### src/rtl/recip_pkg.sv
// Shared types and elaboration helpers for the reciprocal datapath.
// pg_t carries prefix P/G vectors with bit -1 stored at index 0.
package recip_pkg;

    localparam int PP_WIDTH = 16;

    typedef struct packed {
        logic [PP_WIDTH:0] p;
        logic [PP_WIDTH:0] g;
    } pg_t;

    function automatic int clog2(input int n);
        int r;
        r = 0;
        while ((1 << r) < n) r++;
        return r;
    endfunction

    function automatic int pp_latency(input int w, input int re);
        int lv;
        lv = clog2(w);
        return 2 + (lv + re - 1) / re;
    endfunction

endpackage

### src/rtl/pp_adder_pipe_level.sv
// Prefix-cell primitives and one combinational Kogge-Stone level.
// Node n holds bit n-1; node 0 is the carry-in (bit -1).
module pp_black_cell (
    input  logic i_gh,
    input  logic i_ph,
    input  logic i_gl,
    input  logic i_pl,
    output logic o_g,
    output logic o_p
);
    assign o_g = i_gh | (i_ph & i_gl);
    assign o_p = i_ph & i_pl;
endmodule

module pp_gray_cell (
    input  logic i_gh,
    input  logic i_ph,
    input  logic i_gl,
    output logic o_g
);
    assign o_g = i_gh | (i_ph & i_gl);
endmodule

module pp_level
    import recip_pkg::*;
#(
    parameter int WIDTH = PP_WIDTH,
    parameter int SPAN  = 1
) (
    input  pg_t i_pg,
    output pg_t o_pg
);
    logic [WIDTH:0] w_p;
    logic [WIDTH:0] w_g;

    for (genvar n = 0; n <= WIDTH; n++) begin : g_node
        if (n < SPAN) begin : g_pass
            assign w_p[n] = i_pg.p[n];
            assign w_g[n] = i_pg.g[n];
        end else if (n - SPAN < SPAN) begin : g_gray
            // Lower group already reaches bit -1, whose P is 0.
            pp_gray_cell u_gray (
                .i_gh (i_pg.g[n]),
                .i_ph (i_pg.p[n]),
                .i_gl (i_pg.g[n-SPAN]),
                .o_g  (w_g[n])
            );
            assign w_p[n] = 1'b0;
        end else begin : g_black
            pp_black_cell u_black (
                .i_gh (i_pg.g[n]),
                .i_ph (i_pg.p[n]),
                .i_gl (i_pg.g[n-SPAN]),
                .i_pl (i_pg.p[n-SPAN]),
                .o_g  (w_g[n]),
                .o_p  (w_p[n])
            );
        end
    end

    assign o_pg = '{p: w_p, g: w_g};

endmodule

### src/rtl/pp_adder_pipe.sv
// Pipelined Kogge-Stone adder, registers every REG_EVERY prefix levels.
// Define PP_ADDER_OVF_EN to add the registered signed-overflow port ovf.
module pp_adder_pipe
    import recip_pkg::*;
#(
    parameter int WIDTH     = PP_WIDTH,
    parameter int REG_EVERY = 1
) (
    input  logic             clk,
    input  logic             rst_n,
    input  logic             in_valid,
    output logic             in_ready,
    input  logic [WIDTH-1:0] a,
    input  logic [WIDTH-1:0] b,
    input  logic             cin,
    output logic             out_valid,
    input  logic             out_ready,
    output logic [WIDTH-1:0] sum,
`ifdef PP_ADDER_OVF_EN
    output logic             ovf,
`endif
    output logic             cout
);
    localparam int NLVL = clog2(WIDTH);
    localparam int NREG = (NLVL + REG_EVERY - 1) / REG_EVERY;

    logic             w_adv;
    pg_t              r_s0;
    logic [WIDTH-1:0] r_s0_x;
    logic             r_s0_v;
    pg_t              w_lin  [NLVL];
    pg_t              w_lout [NLVL];
    pg_t              w_rin  [NREG];
    pg_t              r_pg   [NREG];
    logic [WIDTH-1:0] r_x    [NREG];
    logic             r_v    [NREG];
    pg_t              w_fin;
    logic             w_co;
    logic [WIDTH-1:0] r_sum;
    logic             r_cout;
    logic             r_out_v;
    logic             w_unused_p;

    assign w_adv    = out_ready | ~r_out_v;
    assign in_ready = w_adv;

    always_ff @(posedge clk or negedge rst_n) begin
        if (!rst_n) begin
            r_s0   <= '0;
            r_s0_x <= '0;
            r_s0_v <= 1'b0;
        end else if (w_adv) begin
            r_s0   <= '{p: {a ^ b, 1'b0}, g: {a & b, cin}};
            r_s0_x <= a ^ b;
            r_s0_v <= in_valid;
        end
    end

    for (genvar k = 0; k < NLVL; k++) begin : g_lvl
        if (k == 0) begin : g_from_s0
            assign w_lin[k] = r_s0;
        end else if (k % REG_EVERY == 0) begin : g_from_reg
            assign w_lin[k] = r_pg[k/REG_EVERY-1];
        end else begin : g_from_lvl
            assign w_lin[k] = w_lout[k-1];
        end
        pp_level #(
            .WIDTH (WIDTH),
            .SPAN  (1 << k)
        ) u_lvl (
            .i_pg (w_lin[k]),
            .o_pg (w_lout[k])
        );
    end

    for (genvar r = 0; r < NREG; r++) begin : g_rin
        localparam int LAST = (r * REG_EVERY + REG_EVERY - 1 < NLVL)
                            ? r * REG_EVERY + REG_EVERY - 1 : NLVL - 1;
        assign w_rin[r] = w_lout[LAST];
    end

    always_ff @(posedge clk or negedge rst_n) begin
        if (!rst_n) begin
            for (int r = 0; r < NREG; r++) begin
                r_pg[r] <= '0;
                r_x[r]  <= '0;
                r_v[r]  <= 1'b0;
            end
        end else if (w_adv) begin
            r_x[0] <= r_s0_x;
            r_v[0] <= r_s0_v;
            for (int r = 1; r < NREG; r++) begin
                r_x[r] <= r_x[r-1];
                r_v[r] <= r_v[r-1];
            end
            for (int r = 0; r < NREG; r++) r_pg[r] <= w_rin[r];
        end
    end

    // The top node spans bits W-1..0 only; fold in bit -1 here.
    assign w_fin      = r_pg[NREG-1];
    assign w_co       = w_fin.g[WIDTH] | (w_fin.p[WIDTH] & w_fin.g[0]);
    assign w_unused_p = ^w_fin.p[WIDTH-1:0];

    always_ff @(posedge clk or negedge rst_n) begin
        if (!rst_n) begin
            r_sum   <= '0;
            r_cout  <= 1'b0;
            r_out_v <= 1'b0;
        end else if (w_adv) begin
            r_sum   <= w_fin.g[WIDTH-1:0] ^ r_x[NREG-1];
            r_cout  <= w_co;
            r_out_v <= r_v[NREG-1];
        end
    end

`ifdef PP_ADDER_OVF_EN
    logic r_ovf;

    always_ff @(posedge clk or negedge rst_n) begin
        if (!rst_n) begin
            r_ovf <= 1'b0;
        end else if (w_adv) begin
            r_ovf <= w_fin.g[WIDTH-1] ^ w_co;
        end
    end

    assign ovf = r_ovf;
`endif

    assign sum       = r_sum;
    assign cout      = r_cout;
    assign out_valid = r_out_v;

endmodule

### config.mk
export PLATFORM = sky130hd
export DESIGN_NAME = pp_adder_pipe
export DESIGN_NICKNAME = d
export VERILOG_FILES = /design/src/rtl/recip_pkg.sv /design/src/rtl/pp_adder_pipe_level.sv /design/src/rtl/pp_adder_pipe.sv
export SDC_FILE = /design/constraint.sdc
export NUM_CORES = 1
export LEC_CHECK = 0
export BUFFER_PORTS_ARGS = -buffer_cell sky130_fd_sc_hd__clkbuf_2
export CORE_UTILIZATION = 35
export CTS_CLUSTER_SIZE = 16
export DETAILED_ROUTE_END_ITERATION = 10
export SYNTH_ARGS = -nofsm -noshare
export SYNTH_HDL_FRONTEND = slang
export SYNTH_SLANG_ARGS = --single-unit
### constraint.sdc
create_clock -name clk -period 1.5 [get_ports clk]
set_clock_uncertainty 0.1 [all_clocks]
set_input_delay 0.45 -clock clk [delete_from_list [all_inputs] [get_ports clk]]
set_output_delay 0.45 -clock clk [all_outputs]
set_load 0.05 [all_outputs]
==> results.tsv, run 1 <==
metric	value	unit
status	finished with violations	
violations	setup timing	
numCtsBuffers	27	
synth_compound_area_frac	0.0785	
cpMaxStageDelayCell	dfrtp_2	
cp-end-kind	output port	
yosysWarningCount	0	
synth_mux_area_frac	0.161	
root_buffer	clkbuf_16	
yosysUniqueCellTypes	16	
crit_type	reg2out	
die_x	165	µm
clock.fmax	549	MHz
post-dp-hpwl	12800	µm
clk_latency	0.52	ns
startpoint	out_valid	
dp_cells	1097	
stdcell_area	12000	µm²
drt_iter0_drc	365	
areaGrowthSynthToFinish	28.5	%
syn_avg_cell_area	13.0	µm²
routabilityCongestion	0.745	
synthSimpleGateAreaFrac	0.0917	
cellPowerDensity	2150	nW/µm²
clkTransAtPathRegs	0.06	ns
ys_seq_elements	226	
num_io_pins	56	
p_leak	5.30	nW
grt_setup_unrepaired	true	
syn_nets	767	
drt-total-wl	20900	µm
antenna_found_initial	0	
pre_cts_slack	-0.161	ns
r2r_slack	-0.14	ns
worst_slew_pin_slew	0.460	ns
drcViolationCount	0	
portBuffers	55	
r2r-start	out_valid	
drv_cap	0	
period_needed	1.82	ns
arrival	1.27	ns
grt_use_total	0.152	
fill_cells	2354	
ant_nets	0	
synth_top_family_by_area	multiplexers	
rows	59	
overflow	0	
crit_path_start_kind	flop	
hold_class	in2reg	
synthXorXnorAreaFrac	0.0151	
grt_pass1_wl	32800	µm
synthAdderAreaFrac	0.0215	
cts.sinks	226	
nets	866	
cts_max_level	1	
path_max_fanout	2	
grt_start_max_net_pins	58	
core	26100	µm²
via_count	5853	
fin_ws	-0.323	ns
routed_via_density	5.02	
fin_crit_sh	1.22	
synth-seq-area-share	0.608	
drive_above_1_share	0.290	
clock_path_buffers	3	
wire_per_inst	17.9	µm
fin_cells	1167	
slew_violations	0	
antenna_cells	0	
peakVddDrop	1.61	mV
grt_pass1_vias	5867	
cp_slowest_stage_delay	0.39	ns
start_util	0.357	
whs	0.0584	ns
hold_violations	0	
die_h	165	µm
slew_headroom	0.693	
dr.pass1.iters	5	
cts_tree	done	
dieArea	27200	µm²
synthCells	714	
syn_area	9300	µm²
worstPathRequired	0.95	ns
crit_chain	nor2b_4 > inv_4 > clkbuf_16	
setup-violations-final	151	
hp-start	cin	
placed_cell_area	10200	µm²
## path summary, 6_finish.rpt
path,depth (start not counted),end
max,3,in_ready
min,2,r_s0[0]
max reg2reg,6,r_s0[5]
min reg2reg,1,out_valid
max in group asynchronous,3,r_x[42]
min in group asynchronous,2,r_x[45]
## where the power goes
| group | switching [W] | leakage, nW | internal, W |
|---|---|---|---|
| Clock | 0.00242 | 0.468 | 0.00441 |
| Sequential | 0.00215 | 2.78 | 0.00867 |
| Combinational | 0.00372 | 2.05 | 0.00429 |
## through the flow
step	power, W	TNS, ns	util
6_report	0.0257	-10.74	0.459
3_3_place_gp	0.0169	-20.71	0.393
2_1_floorplan	0.0146	-22.66	-
4_1_cts	0.0247	-10.77	0.440
3_5_place_dp	0.0171	-21.59	0.393
5_1_grt	0.0271	-17.04	0.459
## state kept, by name (all words and copies together), names as in the netlist
name / count
cout: 1
r_x: 64
r_pg: 106
r_s0_x: 16
r_v: 4
r_s0: 17
sum: 16
r_s0_v: 1
out_valid: 1
## worst max-delay path: cells and delay by family, from the launching register on
kind	cells	cell delay [ns]
DFF	1	0.39
buffers and inverters	2	0.23
and+or+nand+nor	1	0.14
## cell usage after synthesis (all sizes together)
master    n  area share
dfrtp   226        0.61
mux2    133        0.16
nand3b   92       0.074
o21ai    92       0.049
a21oi    54       0.029
nand2    38       0.015
clkbuf   28       0.011
buf      16       0.013
ha       16       0.022
xor2     16       0.015
inv       1     0.00040
nand2b    1     0.00067
nor2b     1      0.0015
## logic make-up after synthesis
logic type	count (synthesis)
AOI/OAI and AO/OA	146
xor gates and xnor gates	16
adders and majority gates	16
buffers and inverters	45
DFF	226
muxes	133
and+or+nand+nor	132
## what timing repair did
item                                    CTS  global route
hold endpoints to repair                 26             0
resized for setup                        43            97
gates cloned                              1            10
setup buffers                             4             6
endpoints found under the setup margin   66           211
hold buffers                              1             0
## per-layer routing
layer | track usage | vias to the layer above | share of wire
li1 | - | 2751 | -
met1 | 0.230 | 2984 | 0.51
met2 | 0.228 | 93 | 0.45
met3 | 0.0251 | 25 | 0.031
met4 | 0.0329 | 0 | 0.015
met5 | 0 | - | 0
## cell type report
cell class / count / area [µm²] / share of cell area
sequential: 226 / 5660 / 0.473
inverter: 1 / 6.26 / 0.000524
multi-input combinational: 443 / 3560 / 0.298
timing repair buffer: 114 / 1350 / 0.113
tap: 335 / 419 / 0.0351
clock buffer: 41 / 818 / 0.0685
clock inverter: 7 / 138 / 0.0115
## layout by cell type, fill, tap and decap left out
| master | synthesis | routed |
|---|---|---|
| a21oi_1 | 54 | 54 |
| buf_12 | 0 | 16 |
| buf_16 | 0 | 2 |
| buf_4 | 0 | 26 |
| buf_6 | 6 | 5 |
| buf_8 | 0 | 19 |
| bufinv_16 | 0 | 4 |
| clkbuf_1 | 28 | 5 |
| clkbuf_16 | 0 | 37 |
| clkbuf_2 | 0 | 35 |
| clkbuf_8 | 0 | 9 |
| clkinv_2 | 0 | 2 |
| clkinvlp_4 | 0 | 1 |
| dfrtp_1 | 226 | 225 |
| dfrtp_2 | 0 | 1 |
| dlygate4sd3_1 | 0 | 1 |
| ha_1 | 16 | 16 |
| inv_4 | 0 | 1 |
| mux2_1 | 88 | 56 |
| mux2_2 | 45 | 44 |
| mux2_4 | 0 | 33 |
| nand2_1 | 38 | 38 |
| nand2b_1 | 1 | 1 |
| nand3b_1 | 92 | 92 |
| nor2b_4 | 1 | 1 |
| o21ai_0 | 92 | 62 |
| o21ai_1 | 0 | 25 |
| o21ai_2 | 0 | 5 |
| xor2_1 | 16 | 16 |
Power figures use the tool's default switching activity.
==> run 2: changes to the inputs <==
Settings changed: SKIP_CTS_REPAIR_TIMING from default to 1.
==> run 2 against run 1 <==
The run still ends with setup timing left. Utilization is 0.81 points lower. Critical path depth unchanged. Cell count shrank 0.26%. First-iteration DRC count down 3.8%. Count of clock-buffer cells in the layout unchanged. Critical path type unchanged. Largest cell class unchanged.
==> results.tsv, run 2 (synthesis gave the netlist of run 1 again) <==
metric	value	unit	change
crit_type	reg2out		
largest_register	r_pg		
clock.fmax	544	MHz	-0.84%
root_buffer	clkbuf_16		
drive_above_1_share	0.282		-0.00740
multi_input_area	3550	µm²	-0.42%
fill_cells	2384		+1.3%
switchingPower	0.00813	W	-2.0%
fin_ws	-0.338	ns	-0.0154 ns
routabilityCongestion	0.745		unchanged
path_max_fanout	4		+2
cp-end-kind	output port		
wire_per_inst	17.6	µm	-1.5%
slew_headroom	0.693		about the same
rows	59		unchanged
grt_pass1_wl	32300	µm	-1.3%
setup-violations-final	103		-32%
num_io_pins	56		unchanged
r2r_slack	-0.10	ns	+0.04 ns
drcViolationCount	0		unchanged
dp_cells	1097		unchanged
layout.cells.most_common	dfrtp_1		
p_sw_frac	0.325		+0.00153
fin_cells	1164		-0.26%
pre_cts_slack	-0.161	ns	unchanged
cp_slowest_stage_delay	0.35	ns	-0.04 ns
hold_class	in2reg		
reg_top3	r_pg: 106 flops, r_x: 64 flops, r_s0: 17 flops		
grt_start_max_net_pins	58		unchanged
fin_crit_sh	1.23		+0.0102
largest_register_ffs	106		unchanged
combPwrFrac	0.297		-0.015
slew_violations	0		unchanged
crit_path_start_kind	flop		
numCtsBuffers	27		unchanged
antenna_cells	0		unchanged
arrival	1.29	ns	+0.02 ns
areaGrowthSynthToFinish	26.2	%	
via_count	5811		-0.72%
holdPathStages	2		unchanged
violations	setup timing		
nets	863		-0.35%
worst_slew_pin_slew	0.460	ns	-0.000414 ns
routed_via_density	4.99		-0.46%
internal_power	0.0169	W	-2.7%
die_x	165	µm	unchanged
min_to	r_s0[0]		
tns	-7.84	ns	+2.90 ns
hp-start	cin		
clk_latency	0.52	ns	about the same
drv_cap	0		unchanged
antenna_found_initial	0		unchanged
cts.sinks	226		unchanged
mostFrequentLayoutCells	dfrtp_1, nand3b_1, o21ai_0		
ant_nets	0		unchanged
status	finished with violations		
overflow	0		unchanged
crit-reg2reg-capture	r_s0[16]		
die_h	165	µm	unchanged
dr.pass1.iters	4		-1
p_leak	5.20	nW	-1.8%
cellPowerDensity	2130	nW/µm²	-0.71%
reg2reg_depth	6		unchanged
cts_tree	done		
dieArea	27200	µm²	unchanged
regArea	5660	µm²	unchanged
worstPathRequired	0.95	ns	about the same
start_util	0.357		unchanged
r2r-start	out_valid		
grt_setup_unrepaired	true		
post-dp-hpwl	12800	µm	unchanged
hold_violations	0		unchanged
drt-total-wl	20500	µm	-1.8%
grt_use_total	0.149		-0.00300
peakVddDrop	1.46	mV	-9.7%
clkTransAtPathRegs	0.06	ns	about the same
cts_max_level	1		unchanged
portBuffers	55		unchanged
period_needed	1.84	ns	+0.0154 ns
clock_path_buffers	3		unchanged
drt_iter0_drc	351		-3.8%
p_seq_frac	0.430		+0.008
clkPwrFrac	0.273		+0.007
core	26100	µm²	unchanged
crit_chain	nor2b_4 > inv_4 > buf_8		
cpMaxStageDelayCell	dfrtp_2		
grt_pass1_vias	5843		-0.41%
run 2: layout make-up:
| cell class | count | share of cell area |
|---|---|---|
| tap | 335 | 0.0357 |
| inverter | 1 | 0.000533 |
| sequential | 226 | 0.482 |
| clock buffer | 41 | 0.0697 |
| multi-input combinational | 443 | 0.302 |
| clock inverter | 7 | 0.0117 |
| timing repair buffer | 111 | 0.0982 |
run 2: how the worst max path moves through the flow:
| stage | from | endpoint | cells past startpoint |
|---|---|---|---|
| 6_report | out_valid | in_ready | 3 |
| 5_1_grt | out_valid | in_ready | 3 |
| 4_1_cts | out_valid | in_ready | 3 |
| 3_5_place_dp | out_ready | in_ready | 4 |
| 3_3_place_gp | out_ready | in_ready | 4 |
| 2_1_floorplan | out_valid | r_v[0] | 5 |
run 2: critical path, delay by kind of cell, from the launching register on:
kind,cells,cell delay [ns]
DFF,1,0.35
buffers and inverters,2,0.22
and+or+nand+nor,1,0.20
run 2: power by group through the flow:
stage          sequential, W  clock, W  combinational [W]
2_1_floorplan         0.0108         0            0.00383
3_3_place_gp          0.0108         0            0.00616
3_5_place_dp          0.0108         0            0.00629
4_1_cts               0.0107   0.00701            0.00632
5_1_grt               0.0111   0.00725            0.00814
6_report              0.0108   0.00684            0.00744
run 2: layer usage:
layer | track usage | wire length, µm | vias to the layer above
met5 | 0 | 0 | -
met4 | 0.0329 | 336 | 0
met3 | 0.0256 | 712 | 23
met2 | 0.223 | 9060 | 92
met1 | 0.225 | 10400 | 2947
li1 | - | - | 2749
run 2: per-stage QoR:
step / total power, W / hold slack [ns] / utilization / instance area [µm²]
after global routing: 0.0265 / 0.0427 / 0.451 / 11700
after floorplan: 0.0146 / 0.0544 / - / 9330
after global placement: 0.0169 / 0.254 / 0.393 / 10200
final: 0.0250 / 0.0584 / 0.451 / 11700
after CTS: 0.0241 / -0.298 / 0.430 / 11200
after detailed placement: 0.0171 / 0.255 / 0.393 / 10200
